File: config.mk
export PLATFORM = sky130hd
export DESIGN_NAME = ttc_broadcast_transmitter_flat
export DESIGN_NICKNAME = d
export VERILOG_FILES = /design/src/rtl/ttc_broadcast_transmitter_if.sv /design/src/rtl/ttc_broadcast_transmitter.sv /design/src/flat_wrapper.sv
export SDC_FILE = /design/constraint.sdc
export NUM_CORES = 1
export LEC_CHECK = 0
export CORE_MARGIN = 3
export CORE_UTILIZATION = 25
export DETAILED_ROUTE_END_ITERATION = 10
export GPL_ROUTABILITY_DRIVEN = 0
export GPL_TIMING_DRIVEN = 0
export PLACE_DENSITY_LB_ADDON = 0.3
export SLEW_MARGIN = 15
export SYNTH_ARGS = -nofsm -noshare
export SYNTH_HDL_FRONTEND = slang
export SYNTH_SLANG_ARGS = --single-unit
File: constraint.sdc
create_clock -name clk -period 9.1 [get_ports clk]
set_input_delay 1.82 -clock clk [delete_from_list [all_inputs] [get_ports clk]]
set_output_delay 1.82 -clock clk [all_outputs]
set_load 0.1 [all_outputs]
File: src/rtl/ttc_broadcast_transmitter_if.sv
`default_nettype none
// ============================================================================
// Module   : ttc_broadcast_transmitter_if
// Brief    : Request/broadcast bundle between a TTC request source and the
//            broadcast transmitter.
// Revision : 1.0 - initial release
// ============================================================================
interface ttc_broadcast_transmitter_if;
  logic        tx_enable;
  logic        req_bcnt_reset;
  logic        req_evt_reset;
  logic        req_ts_reset;
  logic        req_async_start;
  logic        req_async_stop;
  logic        req_fill_type;
  logic [4:0]  fill_type_in;
  logic [7:0]  brcst;
  logic        brcst_str;
  logic        busy;
  logic [31:0] sent_count;
  logic [31:0] dropped_count;

  modport master (
    output tx_enable, req_bcnt_reset, req_evt_reset, req_ts_reset,
           req_async_start, req_async_stop, req_fill_type, fill_type_in,
    input  brcst, brcst_str, busy, sent_count, dropped_count
  );

  modport slave (
    input  tx_enable, req_bcnt_reset, req_evt_reset, req_ts_reset,
           req_async_start, req_async_stop, req_fill_type, fill_type_in,
    output brcst, brcst_str, busy, sent_count, dropped_count
  );
endinterface
`default_nettype wire

File: src/rtl/ttc_broadcast_transmitter.sv
`default_nettype none
// ============================================================================
// Module   : ttc_broadcast_transmitter
// Brief    : Queues TTC broadcast requests and issues them as rate-limited
//            Brcst byte strobes in fixed priority order.
// Revision : 1.0 - initial release
// ============================================================================
module ttc_broadcast_transmitter #(
  parameter int GAP = 44
) (
  input  wire logic                  clk,
  input  wire logic                  reset,
  ttc_broadcast_transmitter_if.slave bus
);

  typedef enum logic [1:0] {
    S_IDLE   = 2'd0,
    S_STROBE = 2'd1,
    S_GAP    = 2'd2
  } state_t;

  localparam logic [7:0] c_CODE_BCNT  = 8'h01;
  localparam logic [7:0] c_CODE_EVT   = 8'h02;
  localparam logic [7:0] c_CODE_TS    = 8'h28;
  localparam logic [7:0] c_CODE_START = 8'hC0;
  localparam logic [7:0] c_CODE_STOP  = 8'h80;
  localparam logic [7:0] c_GAP_LAST   = 8'(GAP - 2);

  state_t      state_q, state_d;
  logic [7:0]  gap_cnt_q, gap_cnt_d;
  logic [7:0]  brcst_q, brcst_d;
  logic        brcst_str_q, brcst_str_d;
  logic [31:0] sent_q, sent_d;
  logic [31:0] dropped_q, dropped_d;
  logic [2:0]  simple_p_q, simple_p_d;   // [0]=bcnt [1]=evt [2]=ts
  logic        start_p_q, start_p_d;
  logic        stop_p_q, stop_p_d;
  logic        fill_p_q, fill_p_d;
  logic [4:0]  fill_type_q, fill_type_d;

  logic [2:0]  w_req_s;
  logic [2:0]  w_f_s, w_r_s;
  logic        w_new_start, w_new_stop;
  logic        w_fill_valid;
  logic        w_async_p;
  logic        w_can_issue;
  logic [4:0]  w_sel;
  logic [2:0]  w_drops;
  logic        w_f_start, w_f_stop, w_r_start, w_r_stop;
  logic        w_f_fill, w_r_fill;

  assign w_req_s = {bus.req_ts_reset, bus.req_evt_reset, bus.req_bcnt_reset};

  always_comb begin
    state_d     = state_q;
    gap_cnt_d   = gap_cnt_q;
    brcst_d     = brcst_q;
    brcst_str_d = 1'b0;
    sent_d      = sent_q;
    fill_type_d = fill_type_q;
    w_drops     = 3'd0;
    w_sel       = 5'b0;

    w_new_start  = bus.req_async_start & ~bus.req_async_stop;
    w_new_stop   = bus.req_async_stop;
    w_fill_valid = bus.req_fill_type & (|bus.fill_type_in);
    w_async_p    = start_p_q | stop_p_q;

    // Issue decisions may also be taken on the final GAP cycle so that a
    // backlog drains with strobes exactly GAP cycles apart.
    w_can_issue = bus.tx_enable &
                  ((state_q == S_IDLE) || (state_q == S_GAP && gap_cnt_q == 8'd0));

    if (simple_p_q[0] | w_req_s[0])              w_sel[0] = 1'b1;
    else if (simple_p_q[1] | w_req_s[1])         w_sel[1] = 1'b1;
    else if (simple_p_q[2] | w_req_s[2])         w_sel[2] = 1'b1;
    else if (w_async_p | bus.req_async_start | bus.req_async_stop)
                                                 w_sel[3] = 1'b1;
    else if (fill_p_q | w_fill_valid)            w_sel[4] = 1'b1;
    if (!w_can_issue) w_sel = 5'b0;

    case (state_q)
      S_IDLE: if (|w_sel) state_d = S_STROBE;
      S_STROBE: begin
        state_d   = S_GAP;
        gap_cnt_d = c_GAP_LAST;
      end
      S_GAP: begin
        if (gap_cnt_q == 8'd0) state_d = (|w_sel) ? S_STROBE : S_IDLE;
        else                   gap_cnt_d = gap_cnt_q - 8'd1;
      end
      default: state_d = S_IDLE;
    endcase

    if (|w_sel) begin
      brcst_str_d = 1'b1;
      sent_d      = sent_q + 32'd1;
      if (w_sel[0])      brcst_d = c_CODE_BCNT;
      else if (w_sel[1]) brcst_d = c_CODE_EVT;
      else if (w_sel[2]) brcst_d = c_CODE_TS;
      else if (w_sel[3]) brcst_d = start_p_q ? c_CODE_START :
                                   stop_p_q  ? c_CODE_STOP  :
                                   w_new_stop ? c_CODE_STOP : c_CODE_START;
      else               brcst_d = {(fill_p_q ? fill_type_q : bus.fill_type_in), 3'b100};
    end

    // An issued type consumes its pending flag if set, otherwise the
    // incoming request; whatever remains of both is merged below.
    w_f_s = simple_p_q & ~(w_sel[2:0] & simple_p_q);
    w_r_s = w_req_s    & ~(w_sel[2:0] & ~simple_p_q);
    simple_p_d = w_f_s | w_r_s;
    for (int i = 0; i < 3; i++)
      if (w_f_s[i] & w_r_s[i]) w_drops = w_drops + 3'd1;

    w_f_start = start_p_q & ~(w_sel[3] & w_async_p);
    w_f_stop  = stop_p_q  & ~(w_sel[3] & w_async_p);
    w_r_start = w_new_start & ~(w_sel[3] & ~w_async_p);
    w_r_stop  = w_new_stop  & ~(w_sel[3] & ~w_async_p);
    start_p_d = w_r_start | (w_f_start & ~w_r_stop);
    stop_p_d  = w_r_stop  | (w_f_stop  & ~w_r_start);
    if (bus.req_async_start & bus.req_async_stop) w_drops = w_drops + 3'd1;
    if ((w_r_start | w_r_stop) & (w_f_start | w_f_stop)) w_drops = w_drops + 3'd1;

    w_f_fill = fill_p_q     & ~(w_sel[4] & fill_p_q);
    w_r_fill = w_fill_valid & ~(w_sel[4] & ~fill_p_q);
    fill_p_d = w_f_fill | w_r_fill;
    if (w_r_fill) fill_type_d = bus.fill_type_in;
    if (w_f_fill & w_r_fill) w_drops = w_drops + 3'd1;
    if (bus.req_fill_type & ~(|bus.fill_type_in)) w_drops = w_drops + 3'd1;

    dropped_d = dropped_q + {29'd0, w_drops};
  end

  always_ff @(posedge clk or posedge reset) begin
    if (reset) begin
      state_q     <= S_IDLE;
      gap_cnt_q   <= 8'd0;
      brcst_q     <= 8'h00;
      brcst_str_q <= 1'b0;
      sent_q      <= 32'd0;
      dropped_q   <= 32'd0;
      simple_p_q  <= 3'b000;
      start_p_q   <= 1'b0;
      stop_p_q    <= 1'b0;
      fill_p_q    <= 1'b0;
      fill_type_q <= 5'b00001;
    end else begin
      state_q     <= state_d;
      gap_cnt_q   <= gap_cnt_d;
      brcst_q     <= brcst_d;
      brcst_str_q <= brcst_str_d;
      sent_q      <= sent_d;
      dropped_q   <= dropped_d;
      simple_p_q  <= simple_p_d;
      start_p_q   <= start_p_d;
      stop_p_q    <= stop_p_d;
      fill_p_q    <= fill_p_d;
      fill_type_q <= fill_type_d;
    end
  end

  assign bus.brcst         = brcst_q;
  assign bus.brcst_str     = brcst_str_q;
  assign bus.busy          = (state_q != S_IDLE);
  assign bus.sent_count    = sent_q;
  assign bus.dropped_count = dropped_q;

endmodule
`default_nettype wire

File: src/flat_wrapper.sv
// flat-port wrapper written by rule: the top's interface ports become plain ports
module ttc_broadcast_transmitter_flat 
#(
  parameter int GAP = 44
)
  (clk, reset, bus_tx_enable, bus_req_bcnt_reset, bus_req_evt_reset, bus_req_ts_reset, bus_req_async_start, bus_req_async_stop, bus_req_fill_type, bus_fill_type_in, bus_brcst, bus_brcst_str, bus_busy, bus_sent_count, bus_dropped_count);
  ttc_broadcast_transmitter_if bus_i ();
  input  wire logic clk;
  input  wire logic reset;
  input wire logic [$bits(bus_i.tx_enable)-1:0] bus_tx_enable;
  input wire logic [$bits(bus_i.req_bcnt_reset)-1:0] bus_req_bcnt_reset;
  input wire logic [$bits(bus_i.req_evt_reset)-1:0] bus_req_evt_reset;
  input wire logic [$bits(bus_i.req_ts_reset)-1:0] bus_req_ts_reset;
  input wire logic [$bits(bus_i.req_async_start)-1:0] bus_req_async_start;
  input wire logic [$bits(bus_i.req_async_stop)-1:0] bus_req_async_stop;
  input wire logic [$bits(bus_i.req_fill_type)-1:0] bus_req_fill_type;
  input wire logic [$bits(bus_i.fill_type_in)-1:0] bus_fill_type_in;
  output wire logic [$bits(bus_i.brcst)-1:0] bus_brcst;
  output wire logic [$bits(bus_i.brcst_str)-1:0] bus_brcst_str;
  output wire logic [$bits(bus_i.busy)-1:0] bus_busy;
  output wire logic [$bits(bus_i.sent_count)-1:0] bus_sent_count;
  output wire logic [$bits(bus_i.dropped_count)-1:0] bus_dropped_count;
  assign bus_i.tx_enable = bus_tx_enable;
  assign bus_i.req_bcnt_reset = bus_req_bcnt_reset;
  assign bus_i.req_evt_reset = bus_req_evt_reset;
  assign bus_i.req_ts_reset = bus_req_ts_reset;
  assign bus_i.req_async_start = bus_req_async_start;
  assign bus_i.req_async_stop = bus_req_async_stop;
  assign bus_i.req_fill_type = bus_req_fill_type;
  assign bus_i.fill_type_in = bus_fill_type_in;
  assign bus_brcst = bus_i.brcst;
  assign bus_brcst_str = bus_i.brcst_str;
  assign bus_busy = bus_i.busy;
  assign bus_sent_count = bus_i.sent_count;
  assign bus_dropped_count = bus_i.dropped_count;
  ttc_broadcast_transmitter #(.GAP(GAP)) u_core (.clk(clk), .reset(reset), .bus(bus_i));
endmodule
* Word-level counts from Yosys, hierarchy flattened
Cells that the tools add are included.
** Word-level totals
- Bits in registers :: 94
- Output and inout port bits :: 74
- Word-level logic and storage cells :: 119
- Bits of input ports :: 14
** Cells by class
- Bitwise gates (word level) :: 52
- Eq/ne operators :: 5
- Reduce and logical (&&, ||, !) cells :: 10
- Mux-type cells :: 32
- Add/subtract/negate cells :: 9
** Operators with widths (number)
- 2-to-1 mux 8 bit :: 7
- adder 32 x 1 -> 32 bit (second input constant) :: 1
- adder 32 x 3 -> 32 bit :: 1
- AND 1 bit :: 22
- 2-to-1 mux 3 bit :: 7
- one-hot mux 8 bit (2 select lines) :: 1
- adder 3 x 1 -> 3 bit (second input constant) :: 5
- AND 3 bit :: 4
- OR 1 bit :: 12
- 2-to-1 mux 5 bit :: 2
- inverter 1 bit :: 10
- OR reduction 5 bit :: 2
- 2-to-1 mux 1 bit :: 9
- inverter 3 bit :: 3
- logical NOT 8 bit :: 1
- subtractor 8 x 1 -> 8 bit (second input constant) :: 1
- 2-to-1 mux 7 bit :: 1
- 2-to-1 mux 2 bit :: 3
- != test 2 bit (second input constant) :: 3
- one-hot mux 2 bit (3 select lines) :: 1
- 2-to-1 mux 4 bit :: 1
- AND reduction 2 bit :: 2
- nonzero test 2 bit :: 2
- OR 3 bit :: 1
- other kinds (6) :: 6

* Logic depth before layout (Yosys ltp)
Gate-level depths: netlist (run 1).
- Word-level depth :: 27
- Gate-level depth with buffers :: 36
- Gate-level depth less buffers :: 35

* Worst setup path before layout (run 1)
OpenSTA, ideal clock, no wires.
- Path type :: input to register
- From :: input bus_req_evt_reset
- To :: register u_core.dropped_q[29], in the netlist u_core.bus.dropped_count[29]
- Required time :: 8.942 ns
- Path buffers :: 0
- Stages on the path :: 26
- Setup slack :: 1.688 ns
- Arrival time :: 7.254 ns
- Cell sequence :: nor4_1 a31oi_2 mux2_2 xnor2_1 o21ai_0 ha_1 xnor2_1 a211o_1 mux2_2 o311ai_0 nor2_1 a21oi_1 ha_1 nand3_1 xor2_1 xnor2_1 xnor2_1 xnor2_1 ha_1 a21oi_1 nor4b_1 and4_1 nand4_1 nor2_1 nand3_1 xnor2_1
** On the way
- Word-level cells in the longest chain between the ends :: 20
** RTL lines
- start: declaration :: line flat_wrapper.sv:12 : input wire logic [$bits(bus_i.req_evt_reset)-1:0] bus_req_evt_reset;
- OR 1 bit :: line ttc_broadcast_transmitter.sv:75 : else if (simple_p_q[1] | w_req_s[1]) w_sel[1] = 1'b1;
- 2-to-1 mux 1 bit :: line ttc_broadcast_transmitter.sv:75
- 2-to-1 mux 4 bit :: line ttc_broadcast_transmitter.sv:74 : if (simple_p_q[0] | w_req_s[0]) w_sel[0] = 1'b1;
- 2-to-1 mux 5 bit :: line ttc_broadcast_transmitter.sv:80 : if (!w_can_issue) w_sel = 5'b0;
- AND 3 bit (on tied branches) :: line ttc_broadcast_transmitter.sv:109, ttc_broadcast_transmitter.sv:110
- inverter 3 bit (on tied branches) :: line ttc_broadcast_transmitter.sv:109, ttc_broadcast_transmitter.sv:110
- AND 3 bit (on tied branches) :: line ttc_broadcast_transmitter.sv:109, ttc_broadcast_transmitter.sv:110
- AND 1 bit :: line ttc_broadcast_transmitter.sv:113 : if (w_f_s[i] & w_r_s[i]) w_drops = w_drops + 3'd1;
- [5 not listed]
- adder 3 x 1 -> 3 bit :: line ttc_broadcast_transmitter.sv:122 : if ((w_r_start | w_r_stop) & (w_f_start | w_f_stop)) w_drops = w_drops + 3'd1;
- 2-to-1 mux 3 bit :: line ttc_broadcast_transmitter.sv:122
- adder 3 x 1 -> 3 bit :: line ttc_broadcast_transmitter.sv:128 : if (w_f_fill & w_r_fill) w_drops = w_drops + 3'd1;
- 2-to-1 mux 3 bit (*) :: line ttc_broadcast_transmitter.sv:128
- adder 3 x 1 -> 3 bit :: line ttc_broadcast_transmitter.sv:129 : if (bus.req_fill_type & ~(|bus.fill_type_in)) w_drops = w_drops + 3'd1;
- 2-to-1 mux 3 bit (*) :: line ttc_broadcast_transmitter.sv:129
- adder 32 x 3 -> 32 bit (*) :: line ttc_broadcast_transmitter.sv:131 : dropped_d = dropped_q + {29'd0, w_drops};
- via u_core.dropped_d[29] :: line ttc_broadcast_transmitter.sv:34 : logic [31:0] dropped_q, dropped_d;
- end signal: assignment :: line ttc_broadcast_transmitter.sv:153 : dropped_q <= dropped_d;
- end: declaration :: line ttc_broadcast_transmitter.sv:34
Mark *: on every way through the listed nets, which the timed path passes. The rest lies on a longest branch.
A chain may end at the register's enable or synchronous reset.

* Worst setup path after layout (run 1)
- From :: input bus_tx_enable
- To :: register u_core.dropped_q[29], in the netlist u_core.bus.dropped_count[29]
** On the way
- Word-level cells in the longest chain between the ends :: 20
** RTL lines
- start: declaration :: line flat_wrapper.sv:10 : input wire logic [$bits(bus_i.tx_enable)-1:0] bus_tx_enable;
- AND 1 bit (*) :: line ttc_broadcast_transmitter.sv:71 : w_can_issue = bus.tx_enable &
- 2-to-1 mux 5 bit (*) :: line ttc_broadcast_transmitter.sv:80
- AND 3 bit (on tied branches) :: line ttc_broadcast_transmitter.sv:109, ttc_broadcast_transmitter.sv:110
- inverter 3 bit (on tied branches) :: line ttc_broadcast_transmitter.sv:109, ttc_broadcast_transmitter.sv:110
- AND 3 bit (on tied branches) :: line ttc_broadcast_transmitter.sv:109, ttc_broadcast_transmitter.sv:110
- AND 1 bit :: line ttc_broadcast_transmitter.sv:113
- 2-to-1 mux 1 bit :: line ttc_broadcast_transmitter.sv:113
- adder 1 x 1 -> 2 bit :: line ttc_broadcast_transmitter.sv:113
- [5 not listed]
- adder 3 x 1 -> 3 bit :: line ttc_broadcast_transmitter.sv:122
- 2-to-1 mux 3 bit :: line ttc_broadcast_transmitter.sv:122
- adder 3 x 1 -> 3 bit :: line ttc_broadcast_transmitter.sv:128
- 2-to-1 mux 3 bit (*) :: line ttc_broadcast_transmitter.sv:128
- adder 3 x 1 -> 3 bit :: line ttc_broadcast_transmitter.sv:129
- 2-to-1 mux 3 bit (*) :: line ttc_broadcast_transmitter.sv:129
- adder 32 x 3 -> 32 bit (*) :: line ttc_broadcast_transmitter.sv:131
- via u_core.dropped_d[29] :: line ttc_broadcast_transmitter.sv:34
Marks and branches as above.

==> results of run 1 <==
## synthesized netlist by cell type (all sizes together) (8+ instances only)
| cell | count | area, sq um |
|---|---|---|
| a21oi | 9 | 45.0 |
| and3 | 20 | 125 |
| dfrtp | 93 | 2330 |
| ha | 13 | 163 |
| inv | 16 | 60.1 |
| mux2 | 8 | 90.1 |
| nand2 | 61 | 231 |
| nand3 | 25 | 125 |
| nand4 | 12 | 90.1 |
| nor2 | 30 | 113 |
| o21ai | 17 | 85.1 |
| xnor2 | 57 | 499 |
| xor2 | 19 | 166 |
## placed cells by master (no fill, tap or decap), drive strengths merged, types with 17 or more instances in the layout
cell and instances:
and3 20, o21ai 17, nand2 61, inv 19, xnor2 57, nor2 30
dfrtp 93, nand3 25, xor2 19, clkdlybuf4s50 87
## registers in the layout, summed over array words and instances, names as in the netlist
name / flops
u_core.state_q: 2
u_core.gap_cnt_q: 8
u_core.stop_p_q: 1
u_core.bus.brcst_str: 1
u_core.start_p_q: 1
u_core.bus.dropped_count: 32
u_core.bus.brcst: 8
u_core.simple_p_q: 3
u_core.bus.sent_count: 32
u_core.fill_type_q: 5
u_core.fill_p_q: 1
## logic make-up after synthesis
kind of cell               synth area share [%]
buffers and inverters                      1.75
muxes                                      3.35
AOI/OAI and AO/OA                          8.42
and+or+nand+nor                            19.0
DFF                                        49.2
adders and majority gates                  4.44
xor gates and xnor gates                   13.9
## layout make-up
type	instances	area, sq um	area share, %
inverters	16	62.6	0.999
plain buffers	6	23.8	0.380
multi-input cells	343	2360	37.6
clock buffers	9	225	3.60
repair buffers	88	898	14.3
clock inverters	7	57.6	0.919
well taps	229	287	4.57
flip-flops and latches	94	2350	37.6
## per-stage QoR
step	hold slack [ps]	std cells	utilization, %	area [sq um]	total power, mW
2_1_floorplan	448	459	-	4790	1.19
3_3_place_gp	461	775	32.3	5940	1.38
3_5_place_dp	473	776	32.5	5970	1.39
4_1_cts	484	792	34.0	6260	1.76
5_1_grt	514	792	34.1	6260	1.85
6_report	473	792	34.1	6260	1.74
## layer usage
| layer | vias up | track usage [%] |
|---|---|---|
| met5 | - | 0 |
| met4 | 2 | 2.65 |
| met3 | 12 | 3.87 |
| met2 | 71 | 18.3 |
| met1 | 1762 | 14.3 |
| li1 | 1796 | - |
## critical path, delay by kind of cell
kind / cells / cell delay, ps
AND/OR/NAND/NOR: 10 / 2280
buffers and inverters: 3 / 880
AO/OA/AOI/OAI: 5 / 870
multiplexers: 2 / 560
adder cells (fa/ha/maj): 4 / 1000
XOR/XNOR: 7 / 1050
## final timing paths
kind / start / to / slack, ps / depth (start not counted)
max: bus_tx_enable / u_core.bus.dropped_count[29] / 860 / 31
min: u_core.bus.sent_count[31] / u_core.bus.sent_count[31] / 470 / 1
max reg2reg: u_core.gap_cnt_q[2] / u_core.bus.dropped_count[29] / 1330 / 32
min reg2reg: u_core.bus.sent_count[31] / u_core.bus.sent_count[31] / 470 / 1
max in group asynchronous: reset / u_core.fill_type_q[0] / 6500 / 3
min in group asynchronous: reset / u_core.bus.dropped_count[21] / 1900 / 2
## power by group through the flow
| stage | clock network (mW) | logic [mW] | registers [mW] |
|---|---|---|---|
| after global routing | 0.398 | 0.880 | 0.575 |
| after floorplan | 0 | 0.303 | 0.890 |
| after CTS | 0.380 | 0.820 | 0.563 |
| after detailed placement | 0 | 0.817 | 0.571 |
| final | 0.362 | 0.812 | 0.562 |
| after global placement | 0 | 0.808 | 0.568 |
## timing repair
action,CTS,global route
endpoints found under the hold margin,0,0
resized for setup,0,1
buffers inserted,0,0
endpoints found under the setup margin,0,3
==> flow_summary_export.csv, run 1 <==
group,metric,value,unit
outcome,status,"complete, no violations",
timing,max_freq,0.121,GHz
worst_setup_path,cpMostUsedCell,"xnor2_1",
timing,hold_violations,0,
floorplan,core_area,18400,sq um
yosys,synth_ff_type,"dfrtp_1",
yosys,synth.distinct_cells,54,
worst_setup_path,cp_slowest_cell,"nor4b_1",
yosys,synth_edf_count,0,
timing,worst_pin_slew,1070,ps
clock_tree,hold_buffers,0,
drt,ant_nets,0,
worst_setup_path,path_max_fanout,10,
layout,diodes,0,
yosys,synth_nets,487,
timing,drv_slew,0,
floorplan,die_area,20800,sq um
global_routing,grt_pass1_wl,18900,um
yosys,synthesis.area,4790,sq um
flow_run,max_cap_viol_count,0,
layout,fillerInstances,1902,
floorplan,fp-row-count,49,
worst_setup_path,end_kind,"register",
floorplan,start_util,26.0,%
pwr,power_frac_seq,32.4,%
timing,rsz0062_at_grt,"false",
place,numPortBuffers,87,
timing,final.min_clock_period,8240,ps
timing,finClkSkew,7.02,ps
clock_tree,clock_path_buffers,2,
timing,setup-tns-final,0,ps
clock_tree,cts.clk_slew.worst_paths,70,ps
global_routing,grt_pass1_vias,3790,
clock_tree,cts_buffers,9,
yosys,ys_ff_latch,94,
yosys,seq_area_frac_synth,49.2,%
clock_tree,clock_sinks,94,
place,dpl.hpwl,8060,um
drt,vias_per_cell,4.60,
worst_setup_path,crit_type,"in -> reg",
clock_tree,clk_latency,340,ps
drt,drc,0,
layout,nNetsFinal,586,
drt,finalWirelength,10800,um
pwr,clkPwrFrac,20.9,%
worst_setup_path,arrival,8460,ps
pwr,sw_frac_of_total,47.3,%
global_routing,gr-total-overflow,0,
drt,drt-wirelength-per-cell,13.6,um
timing,setup_viol,0,
pwr,p_leak,2.70,nW
layout,area_delta_synth_final,30.8,%
worst_setup_path,max_stage_delay,630,ps
drt,drtIter0Drc,153,
timing,relSlewSlack,28.6,%
floorplan,die_x,144,um
pwr,vdd_drop_max,0.243,mV
yosys,async_flop_share,100,%
pwr,p_per_area,277,nW/um^2
floorplan,io-pin-count,88,
drt,top_layer,"met5",
clock_tree,h-tree-depth,3,
drt,first_pass_iters,4,
pwr,p_sw,0.821,mW
global_routing,grt_max_degree,50,
clock_tree,root_buffer,"clkbuf_16",
worst_setup_path,cp.required,9330,ps
yosys,yosysWarnings,0,
timing,fin_crit_sh,90.5,%
global_routing,track_usage,11.2,%
timing,layout_setup_ws,865,ps
worst_setup_path,start_kind,"input port",
floorplan,die_h,144,um
layout,drive_gt1_share,7.46,%
global_routing,antenna_found_initial,1,
drt,vias,3643,
pwr,comb_power_share,46.8,%
pwr,p_int,0.915,mW
drt,met1_length,4950,um
drt,wl_met2,5150,um
drt,route.met3.wl,574,um
yosys,syn-instance-count,459,
clock_tree,tritoncts,"done",
place,dpl_worst_slack,283,ps
yosys,avgSynthCellArea,10.4,sq um
min_path,worstHoldPathType,"reg -> reg",
No activity file was read; power rests on OpenSTA's default activity.
==> inputs of run 2 (changes only) <==
Settings changed: CORE_UTILIZATION 25 to 40.
==> run 2 against run 1 <==
  * Sequential cell count is the same
  * Die area shrank 36%
  * Clock power grew 6.1%
  * Via count grew 0.74%
  * Critical path type unchanged
  * Critical endpoint is now u_core.bus.dropped_count[31]
==> flow_summary_export.csv, run 2 (synthesis gave the netlist of run 1 again) <==
group,metric,value,unit
outcome,status,"complete, no violations",
timing,drv_slew,0,
flow_run,max_cap_viol_count,0,
clock_tree,cts.clk_slew.worst_paths,70,ps
timing,relSlewSlack,32.7,%
place,numPortBuffers,87,
timing,worst_pin_slew,1010,ps
min_path,worstHoldPathCells,1,
clock_tree,tritoncts,"done",
min_path,min_to,"u_core.bus.sent_count[31]",
global_routing,grt_pass1_vias,3574,
min_path,worstHoldPathType,"reg -> reg",
pwr,p_per_area,285,nW/um^2
worst_setup_path,cpMostUsedCell,"xnor2_1",
worst_setup_path,max_stage_delay,620,ps
worst_setup_path,rr_worst_depth,32,
floorplan,io-pin-count,88,
worst_setup_path,reg2reg_to,"u_core.bus.dropped_count[31]",
timing,max_freq,0.120,GHz
timing,hold_violations,0,
drt,ant_nets,0,
drt,drc,0,
global_routing,grt_max_degree,61,
clock_tree,cts_buffers,9,
floorplan,die_area,13300,sq um
worst_setup_path,arrival,8540,ps
drt,vias_per_cell,5.20,
layout,area_delta_synth_final,29.1,%
min_path,worstHoldStart,"u_core.bus.sent_count[31]",
clock_tree,clk_latency,340,ps
drt,drtIter0Drc,165,
clock_tree,h-tree-depth,3,
timing,setup_viol,0,
timing,rsz0062_at_grt,"false",
worst_setup_path,crit_start,"bus_tx_enable",
worst_setup_path,path_max_fanout,10,
layout,diodes,0,
floorplan,die_h,115,um
timing,hold_slack,473,ps
global_routing,grt_pass1_wl,17100,um
floorplan,core_area,11600,sq um
timing,final.min_clock_period,8320,ps
floorplan,die_x,115,um
layout,final_common_cell,"dfrtp_1",
pwr,vdd_drop_max,0.175,mV
timing,fin_crit_sh,91.4,%
layout,final_cell_mix,"dfrtp_1 (93), clkdlybuf4s50_1 (87), nand2_1 (60)",
worst_setup_path,end_kind,"register",
clock_tree,root_buffer,"clkbuf_16",
global_routing,gr-total-overflow,0,
worst_setup_path,reg2reg_from,"u_core.gap_cnt_q[2]",
layout,drive_gt1_share,7.46,%
worst_setup_path,crit_type,"in -> reg",
worst_setup_path,cp.required,9330,ps
drt,vias,3670,
clock_tree,clock_sinks,94,
layout,nNetsFinal,586,
drt,finalWirelength,10400,um
floorplan,fp-row-count,39,
global_routing,antenna_found_initial,0,
clock_tree,clock_path_buffers,2,
worst_setup_path,cp_slowest_cell,"nor4b_1",
pwr,p_leak,2.72,nW
timing,setup-tns-final,0,ps
worst_setup_path,r2r_slack,1280,ps
global_routing,track_usage,15.9,%
timing,finClkSkew,7.00,ps
worst_setup_path,start_kind,"input port",
place,dpl.hpwl,7770,um
drt,drt-wirelength-per-cell,14.8,um
drt,first_pass_iters,5,
floorplan,start_util,41.4,%
==> run 2: metal layers <==
| metal | vias to the layer above | global-route usage, % | wire, um |
|---|---|---|---|
| met4 | 0 | 6.96 | 210 |
| met5 | - | 0 | 0 |
| met2 | 99 | 25.8 | 4910 |
| li1 | 1808 | - | - |
| met3 | 14 | 2.42 | 513 |
| met1 | 1749 | 21.2 | 4790 |
==> run 2: critical path: cells and delay by family <==
kind | cells | cell delay (ps)
AO/OA/AOI/OAI | 5 | 940
XOR/XNOR | 7 | 1070
AND/OR/NAND/NOR | 10 | 2230
multiplexers | 2 | 570
buffers and inverters | 3 | 870
adder cells (fa/ha/maj) | 4 | 1030
==> run 2: timing repair <==
action,4_1_cts,5_1_grt
buffers inserted,0,0
hold buffers,0,0
endpoints found under the setup margin,0,4
resized for setup,0,1
endpoints found under the hold margin,0,0
==> run 2: area by class of cell <==
class | instances | area (sq um)
Fill cell | 1040 | 5380
Multi-Input combinational cell | 343 | 2360
Sequential cell | 94 | 2350
Timing Repair Buffer | 88 | 898
Clock buffer | 10 | 239
Tap cell | 143 | 179
Clock inverter | 6 | 68.8
Inverter | 16 | 62.6
Buffer | 6 | 23.8
==> run 2: per-stage QoR <==
stage	total power [mW]	cells	utilization, %	instance area (sq um)	setup WS (ps)
floorplan	1.19	459	-	4790	1690
global placement	1.37	689	50.5	5840	311
detailed placement	1.39	690	50.7	5870	199
CTS	1.78	706	53.4	6170	530
global route	1.86	706	53.4	6180	177
finish	1.76	706	53.4	6180	783
==> run 2: how the worst max path moves through the flow <==
| stage | endpoint | slack, ps | depth (start not counted) |
|---|---|---|---|
| after global routing | u_core.bus.dropped_count[31] | 180 | 27 |
| after CTS | u_core.bus.dropped_count[31] | 530 | 27 |
| after detailed placement | u_core.bus.dropped_count[31] | 200 | 27 |
| after global placement | u_core.bus.dropped_count[31] | 310 | 27 |
| final | u_core.bus.dropped_count[31] | 780 | 31 |
| after floorplan | u_core.bus.dropped_count[29] | 1690 | 26 |
==> run 2: power breakdown <==
group	leakage (nW)	switching [mW]	total [mW]	internal [mW]
logic	1.35	0.578	0.817	0.239
clock network	0.149	0.162	0.384	0.222
registers	1.22	0.0735	0.563	0.489
total	2.72	0.813	1.76	0.950
==> inputs of run 3 (changes only) <==
Settings changed: CORE_MARGIN 3 to unset.
==> run 3 against run 2 <==
  * The flow now finishes with violations (DRC)
  * Setup slack worse by 140 ps
  * Non-clock buffer count unchanged
  * Critical path depth down 4
  * Utilization about the same
  * Clock-buffer cell count up 1
  * First-iteration DRC count up 20%
==> flow_summary_export.csv, run 3 (synthesis gave the netlist of run 1 again) <==
group,metric,value,unit
outcome,status,"finished, violations left",
outcome,violations,"DRC",
timing,finClkSkew,6.73,ps
timing,drv_slew,0,
worst_setup_path,end_kind,"register",
drt,ant_nets,0,
layout,drive_gt1_share,6.94,%
clock_tree,h-tree-depth,3,
place,dpl.hpwl,7360,um
clock_tree,root_buffer,"clkbuf_16",
timing,relSlewSlack,32.2,%
drt,drc,12,
place,dpl_worst_slack,293,ps
floorplan,die_area,12400,sq um
layout,nNetsFinal,586,
clock_tree,cts_resized,0,
pwr,p_int,0.946,mW
global_routing,grt_max_degree,50,
clock_tree,clock_path_buffers,2,
drt,drt-wirelength-per-cell,14.3,um
flow_run,max_cap_viol_count,0,
floorplan,io-pin-count,88,
global_routing,antenna_found_initial,0,
global_routing,grt_pass1_vias,3592,
timing,setup_viol,0,
drt,drtIter0Drc,198,
clock_tree,clk_latency,340,ps
drt,first_pass_iters,8,
pwr,power_frac_seq,32.2,%
min_path,worstHoldPathType,"reg -> reg",
floorplan,die_x,111,um
timing,max_freq,0.118,GHz
layout,area_delta_synth_final,28.6,%
layout,diodes,0,
timing,fin_crit_sh,92.9,%
clock_tree,cts.clk_slew.worst_paths,60,ps
clock_tree,tritoncts,"done",
worst_setup_path,crit_type,"in -> reg",
worst_setup_path,start_kind,"input port",
timing,worst_pin_slew,1010,ps
pwr,finalPower,1.74,mW
drt,vias,3701,
global_routing,gr-total-overflow,0,
worst_setup_path,arrival,8690,ps
worst_setup_path,cp.required,9330,ps
floorplan,core_area,11500,sq um
timing,setup-tns-final,0,ps
floorplan,start_util,41.6,%
pwr,p_leak,2.71,nW
timing,rsz0062_at_grt,"false",
clock_tree,hold_buffers,0,
worst_setup_path,path_max_fanout,7,
timing,layout_setup_ws,642,ps
clock_tree,clock_sinks,94,
global_routing,grt_pass1_wl,17200,um
clock_tree,cts_buffers,9,
pwr,vdd_drop_max,0.307,mV
drt,finalWirelength,10100,um
floorplan,fp-row-count,39,
layout,final_cell_mix,"dfrtp_1 (93), clkdlybuf4s50_1 (87), nand2_1 (60)",
floorplan,die_h,111,um
drt,vias_per_cell,5.25,
pwr,comb_power_share,46.4,%
timing,hold_violations,0,
place,numPortBuffers,87,
global_routing,track_usage,17.4,%
pwr,clkPwrFrac,21.4,%
pwr,p_per_area,283,nW/um^2
layout,final_common_cell,"dfrtp_1",
clock_tree,post_cts_buffers,0,
timing,final.min_clock_period,8460,ps
pwr,sw_frac_of_total,45.8,%
pwr,p_sw,0.799,mW
==> run 3: cell count changes in the layout (fill, tap and decap cells not counted) <==
cell and change:
clkbuf_1 +1, clkinv_2 +1, clkinv_4 -1, inv_6 -2, nor4_1 +1, nor4_2 -1
==> run 3: routing by layer <==
metal / share of wire, % / GRT usage (%)
met1: 46 / 22.2
met2: 48 / 28.7
met3: 3.7 / 2.78
met4: 2.2 / 8.47
met5: 0 / 0
==> run 3: final cells by class <==
type,instances,area (sq um)
Inverter,16,62.6
Multi-Input combinational cell,343,2350
Clock buffer,11,243
Tap cell,143,179
Timing Repair Buffer,88,898
Sequential cell,94,2350
Fill cell,1036,5360
Buffer,6,23.8
Clock inverter,4,47.5
==> run 3: power groups by stage <==
stage          sequential, mW  combinational [mW]  clock (mW)
3_3_place_gp            0.567               0.799           0
5_1_grt                 0.570               0.862       0.403
3_5_place_dp            0.569               0.812           0
4_1_cts                 0.563               0.817       0.385
2_1_floorplan           0.890               0.303           0
6_report                0.561               0.810       0.373
==> run 3: worst max-delay path: stages <==
cell and delay [ps]:
clkdlybuf4s50_1 490, nor4_1 870, a31oi_2 350, mux2_2 380, xnor2_1 200, o21ai_0 150, ha_1 330, xnor2_1 150
a211o_1 230, mux2_2 260, o311ai_0 170, nor2_1 100, a21oi_1 140, ha_1 160, nand3_1 80, xor2_1 190
xnor2_1 180, xnor2_1 150, xnor2_1 90, ha_1 320, a21oi_1 130, nor4b_1 580, and4_1 320, nand4_1 210
nor2_1 340, nand3_1 140, xnor2_1 140
==> run 3: final timing paths <==
kind,slack [ps],cells past startpoint,to,startpoint
max in group asynchronous,6460,3,u_core.fill_type_q[0],reset
max,640,27,u_core.bus.dropped_count[31],bus_req_evt_reset
min in group asynchronous,1940,2,u_core.bus.dropped_count[21],reset
max reg2reg,1410,32,u_core.bus.dropped_count[31],u_core.gap_cnt_q[2]
min reg2reg,470,1,u_core.bus.dropped_count[31],u_core.bus.dropped_count[31]
min,470,1,u_core.bus.dropped_count[31],u_core.bus.dropped_count[31]
==> run 3: stage by stage <==
step	hold slack [ps]	cell area, sq um	instances	util, %
2_1_floorplan	448	4790	459	-
3_3_place_gp	461	5840	689	50.7
3_5_place_dp	470	5870	690	50.9
4_1_cts	479	6160	705	53.5
5_1_grt	494	6160	705	53.5
6_report	472	6160	705	53.5
